## src/rtl/mem_port_arbiter.sv

```systemverilog
// ---------------------------------------------------------------------------
// mem_port_arbiter
//
// Shares one single-port memory between instruction fetch (IF stage) and
// data access (MEM stage). A data request always wins over a simultaneous
// fetch. While an access is pending or in flight, stall freezes the pipeline.
// An access that runs past TIMEOUT wait cycles is aborted and reported with a
// one-cycle err pulse.
//
// Parameters
//   TIMEOUT    maximum WAIT cycles (counted from 0) before an access aborts
//
// Ports
//   clk        clock, rising edge
//   reset      synchronous, active-low reset
//   if_req     IF stage needs an instruction
//   if_addr    fetch address
//   if_rdata   fetched instruction (held until the next fetch completes)
//   dm_read    MEM stage load
//   dm_write   MEM stage store (wins if dm_read is also high)
//   dm_addr    load/store address
//   dm_wdata   store data
//   dm_rdata   load data (held across stores)
//   mem_req    access strobe, high exactly while in a WAIT state
//   mem_we     write enable for the current access
//   mem_addr   access address, stable for the whole access
//   mem_wdata  write data, stable for the whole access
//   mem_rdata  read data from memory
//   mem_ready  memory completes the access this cycle
//   stall      freeze all pipeline registers (combinational)
//   err        one-cycle pulse after an aborted access
// ---------------------------------------------------------------------------
module mem_port_arbiter #(
   parameter int unsigned TIMEOUT = 15
) (
   input  logic        clk,
   input  logic        reset,

   input  logic        if_req,
   input  logic [31:0] if_addr,
   output logic [31:0] if_rdata,

   input  logic        dm_read,
   input  logic        dm_write,
   input  logic [31:0] dm_addr,
   input  logic [31:0] dm_wdata,
   output logic [31:0] dm_rdata,

   output logic        mem_req,
   output logic        mem_we,
   output logic [31:0] mem_addr,
   output logic [31:0] mem_wdata,
   input  logic [31:0] mem_rdata,
   input  logic        mem_ready,

   output logic        stall,
   output logic        err
);

   typedef enum logic [1:0] {
      IDLE      = 2'd0,
      DATA_WAIT = 2'd1,
      INST_WAIT = 2'd2
   } state_t;

   localparam logic [3:0] TIMEOUT_CNT = 4'(TIMEOUT);

   // Declaration initialisers give the power-up values, so the outputs are
   // already at their reset values before the first reset edge arrives.
   state_t      state       = IDLE;
   state_t      state_next;
   logic [3:0]  wait_cnt    = 4'd0;
   logic        data_served = 1'b0;
   logic        inst_served = 1'b0;
   logic        mem_we_q    = 1'b0;
   logic [31:0] mem_addr_q  = 32'd0;
   logic [31:0] mem_wdata_q = 32'd0;
   logic [31:0] if_rdata_q  = 32'd0;
   logic [31:0] dm_rdata_q  = 32'd0;
   logic        err_q       = 1'b0;

   logic        data_pending;
   logic        inst_pending;
   logic        in_wait;
   logic        timed_out;

   // A requester is pending only until it has been served once; the served
   // flags stop a held request from being replayed while the pipeline is
   // still frozen on the other requester.
   always_comb begin
      data_pending = (dm_read | dm_write) & ~data_served;
      inst_pending = if_req & ~inst_served;
      in_wait      = (state != IDLE);
      timed_out    = in_wait & ~mem_ready & (wait_cnt == TIMEOUT_CNT);
      stall        = data_pending | inst_pending | in_wait;
   end

   // Next-state logic. Data has priority on entry. mem_ready is tested before
   // the timeout, so a completion on the last allowed cycle is a success.
   always_comb begin
      state_next = state;
      case (state)
         IDLE: begin
            if (data_pending) begin
               state_next = DATA_WAIT;
            end else if (inst_pending) begin
               state_next = INST_WAIT;
            end
         end
         DATA_WAIT, INST_WAIT: begin
            if (mem_ready || timed_out) begin
               state_next = IDLE;
            end
         end
         default: state_next = IDLE;
      endcase
   end

   // State register and wait counter. The counter sits at zero in IDLE so it
   // is already cleared on the first WAIT cycle, then counts cycles in which
   // the memory has not answered.
   always_ff @(posedge clk) begin
      if (!reset) begin
         state    <= IDLE;
         wait_cnt <= 4'd0;
         err_q    <= 1'b0;
      end else begin
         state <= state_next;
         err_q <= timed_out;
         if (!in_wait || mem_ready || timed_out) begin
            wait_cnt <= 4'd0;
         end else begin
            wait_cnt <= wait_cnt + 4'd1;
         end
      end
   end

   // Access registers are captured only when leaving IDLE so address, write
   // enable and write data stay stable for the whole access. A load+store
   // combination becomes a store because mem_we follows dm_write.
   always_ff @(posedge clk) begin
      if (!reset) begin
         mem_addr_q  <= 32'd0;
         mem_we_q    <= 1'b0;
         mem_wdata_q <= 32'd0;
      end else if (state == IDLE) begin
         if (data_pending) begin
            mem_addr_q  <= dm_addr;
            mem_we_q    <= dm_write;
            mem_wdata_q <= dm_wdata;
         end else if (inst_pending) begin
            mem_addr_q  <= if_addr;
            mem_we_q    <= 1'b0;
            mem_wdata_q <= 32'd0;
         end
      end
   end

   // Read-data capture. A completed load or fetch takes mem_rdata; an aborted
   // one returns zero. Stores never touch dm_rdata.
   always_ff @(posedge clk) begin
      if (!reset) begin
         if_rdata_q <= 32'd0;
         dm_rdata_q <= 32'd0;
      end else begin
         case (state)
            DATA_WAIT: begin
               if (!mem_we_q) begin
                  if (mem_ready) begin
                     dm_rdata_q <= mem_rdata;
                  end else if (timed_out) begin
                     dm_rdata_q <= 32'd0;
                  end
               end
            end
            INST_WAIT: begin
               if (mem_ready) begin
                  if_rdata_q <= mem_rdata;
               end else if (timed_out) begin
                  if_rdata_q <= 32'd0;
               end
            end
            default: begin
            end
         endcase
      end
   end

   // Served flags. They set when an access finishes (success or abort) and
   // clear once the pipeline is released, which only happens in IDLE. A flag
   // left over from a request that dropped mid-access is harmless and is
   // cleared the same way.
   always_ff @(posedge clk) begin
      if (!reset) begin
         data_served <= 1'b0;
         inst_served <= 1'b0;
      end else if (!stall) begin
         data_served <= 1'b0;
         inst_served <= 1'b0;
      end else if (mem_ready || timed_out) begin
         if (state == DATA_WAIT) begin
            data_served <= 1'b1;
         end
         if (state == INST_WAIT) begin
            inst_served <= 1'b1;
         end
      end
   end

   // Output drive from the registered state.
   always_comb begin
      mem_req   = in_wait;
      mem_we    = mem_we_q;
      mem_addr  = mem_addr_q;
      mem_wdata = mem_wdata_q;
      if_rdata  = if_rdata_q;
      dm_rdata  = dm_rdata_q;
      err       = err_q;
   end

endmodule

```

## config.mk

```make
export PLATFORM = sky130hd
export DESIGN_NAME = mem_port_arbiter
export DESIGN_NICKNAME = d
export VERILOG_FILES = /design/src/rtl/mem_port_arbiter.sv
export SDC_FILE = /design/constraint.sdc
export NUM_CORES = 1
export LEC_CHECK = 0
export CORE_MARGIN = 3
export CORE_UTILIZATION = 46
export DETAILED_ROUTE_END_ITERATION = 10
export PLACE_DENSITY = 0.86
export SLEW_MARGIN = 10
export SYNTH_ARGS = -nofsm -noshare
export SYNTH_HDL_FRONTEND = slang
export SYNTH_SLANG_ARGS = --single-unit
```

## constraint.sdc

```tcl
create_clock -name clk -period 3 [get_ports clk]
set_input_delay 0.75 -clock clk [delete_from_list [all_inputs] [get_ports clk]]
set_output_delay 0.75 -clock clk [all_outputs]
set_load 0.005 [all_outputs]
```

Word level (Yosys, flattened, before mapping) --
Cells that the tools add are included.
Operators by class: reduce and logical (&&, ||, !) cells 17, equality and inequality tests 5, bitwise logic cells 12, multiplexer cells 12, add/subtract/negate cells 1
Operator list (count):
- two-way mux 32 bit | 6
- AND reduction 2 bit | 6
- two-way mux 2 bit | 3
- nonzero test 2 bit | 3
- inverter 1 bit | 5
- adder 4 x 1 -> 4 bit (second input constant) | 1
- bitwise AND 1 bit | 4
- equality test 4 bit (second input constant) | 1
- case mux 2 bit (2 select lines) | 1
- OR reduction 2 bit | 2
- logical OR 1 bit | 3
- != test 3 bit (second input constant) | 1
- bitwise OR 1 bit | 3
- AND reduction 3 bit | 1
- equality test 2 x 1 -> 1 bit (second input constant) | 1
- equality test 2 bit (second input constant) | 1
- logical NOT 2 bit | 1
- two-way mux 1 bit | 2
- != test 2 bit (second input constant) | 1
- logical NOT 1 bit | 1
Word-level totals: input bits 134, output and inout port bits 132, logic and storage cells 57, flip-flop bits (word level) 138

Logic depth before layout (Yosys ltp) --
depth after elaboration 6, depth in mapped cells 8, gate-level depth less buffers 5

Worst setup path before layout --
No wires, ideal clock.
path type input to output, start input dm_write, end output stall, cell stages on the path 3, buffers on the path 1, slack 1.038 ns, required time 2.250 ns, arrival 1.212 ns, cell sequence o21bai_4 buf_4 nand3_1
On the way: word-level cells in the longest chain between the ends 4
Ends and longest elaborated chain:
- start, declared | RTL line 44 | input logic dm_write,
- bitwise OR 1 bit | RTL line 91 | data_pending = (dm_read | dm_write) & ~data_served;
- bitwise AND 1 bit | RTL line 91
- bitwise OR 1 bit (2 in series) | RTL line 95 | stall = data_pending | inst_pending | in_wait;
- end, declared | RTL line 56 | output logic stall,
Every way passes these cells.

Worst setup path in the final report --
Same ends and word-level chain as after synthesis.

==> flow_metrics.tcl <==
set metrics [dict create \
    outcome "finished, final reports clean" \
    rows 41 \
    cts_resized 0 \
    async_reset_ff_share_pct 0 \
    clockRootBuffer "clkbuf_16" \
    finalClockSkew_ps 4.84 \
    cts.clk_slew.worst_paths_ps 60 \
    nets 1072 \
    wire_per_inst_um 19.2 \
    vias 6626 \
    antenna_found_initial 0 \
    drive_gt1_share_pct 8.03 \
    worst_pin_slew_ps 1070 \
    relSlewSlack_pct 28.5 \
    cts_setup_buffers 0 \
    syn_avg_cell_area_um2 8.60 \
    drc 0 \
    fp.dieArea_mm2 0.0148 \
    routabilityCongestion 0.837 \
    grt_overflow 0 \
    grtUsageTotal_pct 28.1 \
    p_leak_nw 3.23 \
    critPathMaxFanout 3 \
    dp_hpwl_um 14100 \
    fin_area_mm2 0.00934 \
    synth_top_area_share_pct 44.8 \
    vdd_ir_drop_max_mv 0.438 \
    drv_slew 0 \
    ys_warn_count 0 \
    finalSetupViolCount 0 \
    ys_seq_elements 138 \
    hold_depth 1 \
    cp_data_required_time_ps 2250 \
    synthTopCellsByArea "dfxtp_1 45%, a311oi_1 9.0%, nand2_1 7.9%" \
    clock_latency_ps 410 \
    dp.cells 1087 \
    synth_seq_area_share_pct 44.8 \
    post-route-util_pct 72.5 \
    drt_iter0_markers 604 \
    worst-endpoint-arrival_ps 2080 \
    rsz0062_at_grt "no" \
    layoutNonFillerInstCount 1119 \
    io_buffer_count 265 \
    grt_pass1_wl_um 33000 \
    synthTopCellsByCount "138 x dfxtp_1, 130 x nand2_1, 69 x nand3_1, 64 x a31oi_1, 63 x a311oi_1" \
    cts_tree "done" \
    clockBufferDepth 2 \
    period_minus_slack_ps 2830 \
    yosys.area.top_type "dfxtp_1" \
    fin_crit_sh_pct 94.2 \
    drtPass1Iterations 7 \
    yosysMostFrequentCell "dfxtp_1" \
    hold_buffers 0 \
    dieWidth_um 122 \
    reg2regPathDepth 7 \
    rr_startpoint "state[1]" \
    synth_edf_count 0 \
    postRouteAntennaNets 0 \
    synth_area_mm2 0.00616 \
    rrSetupSlack_ps 630 \
    grt_max_degree 98 \
    via_per_inst 5.92 \
    reg2reg_to "mem_addr[8]" \
    fp.dieH_um 122 \
    min-delay-start "wait_cnt[0]" \
    fin_setup_tns_ps 0 \
    synth_nets 854 \
    post_dp_cell_area_mm2 0.00876 \
    fmax_ghz 0.354 \
    h-tree-depth 4 \
    max_cap_viol_count 0 \
    syn_to_final_growth_pct 51.6 \
    end_kind "primary output" \
    initial_utilization_pct 47.8 \
    path_class "input port to primary output" \
    routed_wl_um 21500 \
    syn_inst 716 \
    core-area_mm2 0.0129 \
    startpoint_type "input port" \
    min_path_type "flop to flop" \
    synth_cell_types 38 \
    hold_violations 0 \
    ys.flop_type "dfxtp_1" \
    cts.sinks 138 \
    powerDensity_mw_per_mm2 805 \
    num_io_pins 266 \
    grt_pass1_vias 6277 \
    min_to "wait_cnt[0]" \
    antenna_cells 0 \
    cts_buffers 17 \
]
[registers in the layout, summed over array words and instances, names as in the netlist]
name	count
data_served	1
dm_rdata	32
err	1
if_rdata	32
inst_served	1
mem_addr	32
mem_wdata	32
mem_we	1
state	2
wait_cnt	4
[power by group]
part	internal, mW	switching [mW]
sequential	2.26	0.253
clock	1.27	0.756
combinational	1.43	1.55
total	4.96	2.56
[per-stage QoR]
step	total power, mW	hold slack, ps	setup WS, ps
2_1_floorplan	4.14	418	1040
3_5_place_dp	5.50	443	175
6_report	7.52	448	174
5_1_grt	7.92	498	130
3_3_place_gp	5.44	431	192
4_1_cts	7.54	451	169
[cell type report]
type | instances | area, um^2
Clock buffer | 25 | 515
Clock inverter | 7 | 62.6
Fill cell | 983 | 3540
Inverter | 6 | 25.0
Multi-Input combinational cell | 488 | 2940
Sequential cell | 138 | 2760
Tap cell | 172 | 215
Timing Repair Buffer | 283 | 2820
[metal layers]
layer  up-vias  routed length, um  global-route usage (%)
met1      3079               8360                    33.2
met2       363              10100                    45.8
met4         0                924                    13.6
met5         -                  0                       0
li1       3115                  -                       -
met3        69               2160                    9.42
[critical path, cell delays in order]
cell and delay (ps):
clkdlybuf4s50_1 560, o21bai_4 90, nand3_1 140, clkdlybuf4s50_1 540
[placed cells by master, fill, tap and decap left out, types with 2 or more instances in the layout]
cell / n
clkbuf_1: 2
clkbuf_16: 17
clkbuf_8: 6
nor2_1: 6
o211a_1: 3
clkdlybuf4s50_1: 264
a31oi_1: 64
ha_2: 2
ha_1: 2
a211oi_1: 32
clkinv_2: 5
nand3_1: 69
o211ai_1: 33
dfxtp_1: 138
or2_2: 16
buf_12: 3
buf_4: 15
nand2_1: 130
a21boi_0: 2
a21oi_1: 33
or2_0: 16
inv_1: 3
a311oi_1: 63
[logic make-up after synthesis]
logic type | Yosys count | share of synthesized area (%)
adder cells (fa/ha/maj) | 4 | 0.812
flip-flops | 138 | 44.8
buffers and inverters | 90 | 7.72
XOR/XNOR | 2 | 0.284
AO/OA/AOI/OAI | 237 | 28.1
AND/OR/NAND/NOR | 245 | 18.3
[worst max-delay path by stage]
stage	cells after the start	to	start
final	4	stall	dm_write
after floorplan	3	stall	dm_write
after CTS	4	stall	dm_write
after global routing	4	stall	dm_write
after global placement	4	stall	dm_write
after detailed placement	4	stall	dm_write
No activity file was read; power rests on OpenSTA's default activity.
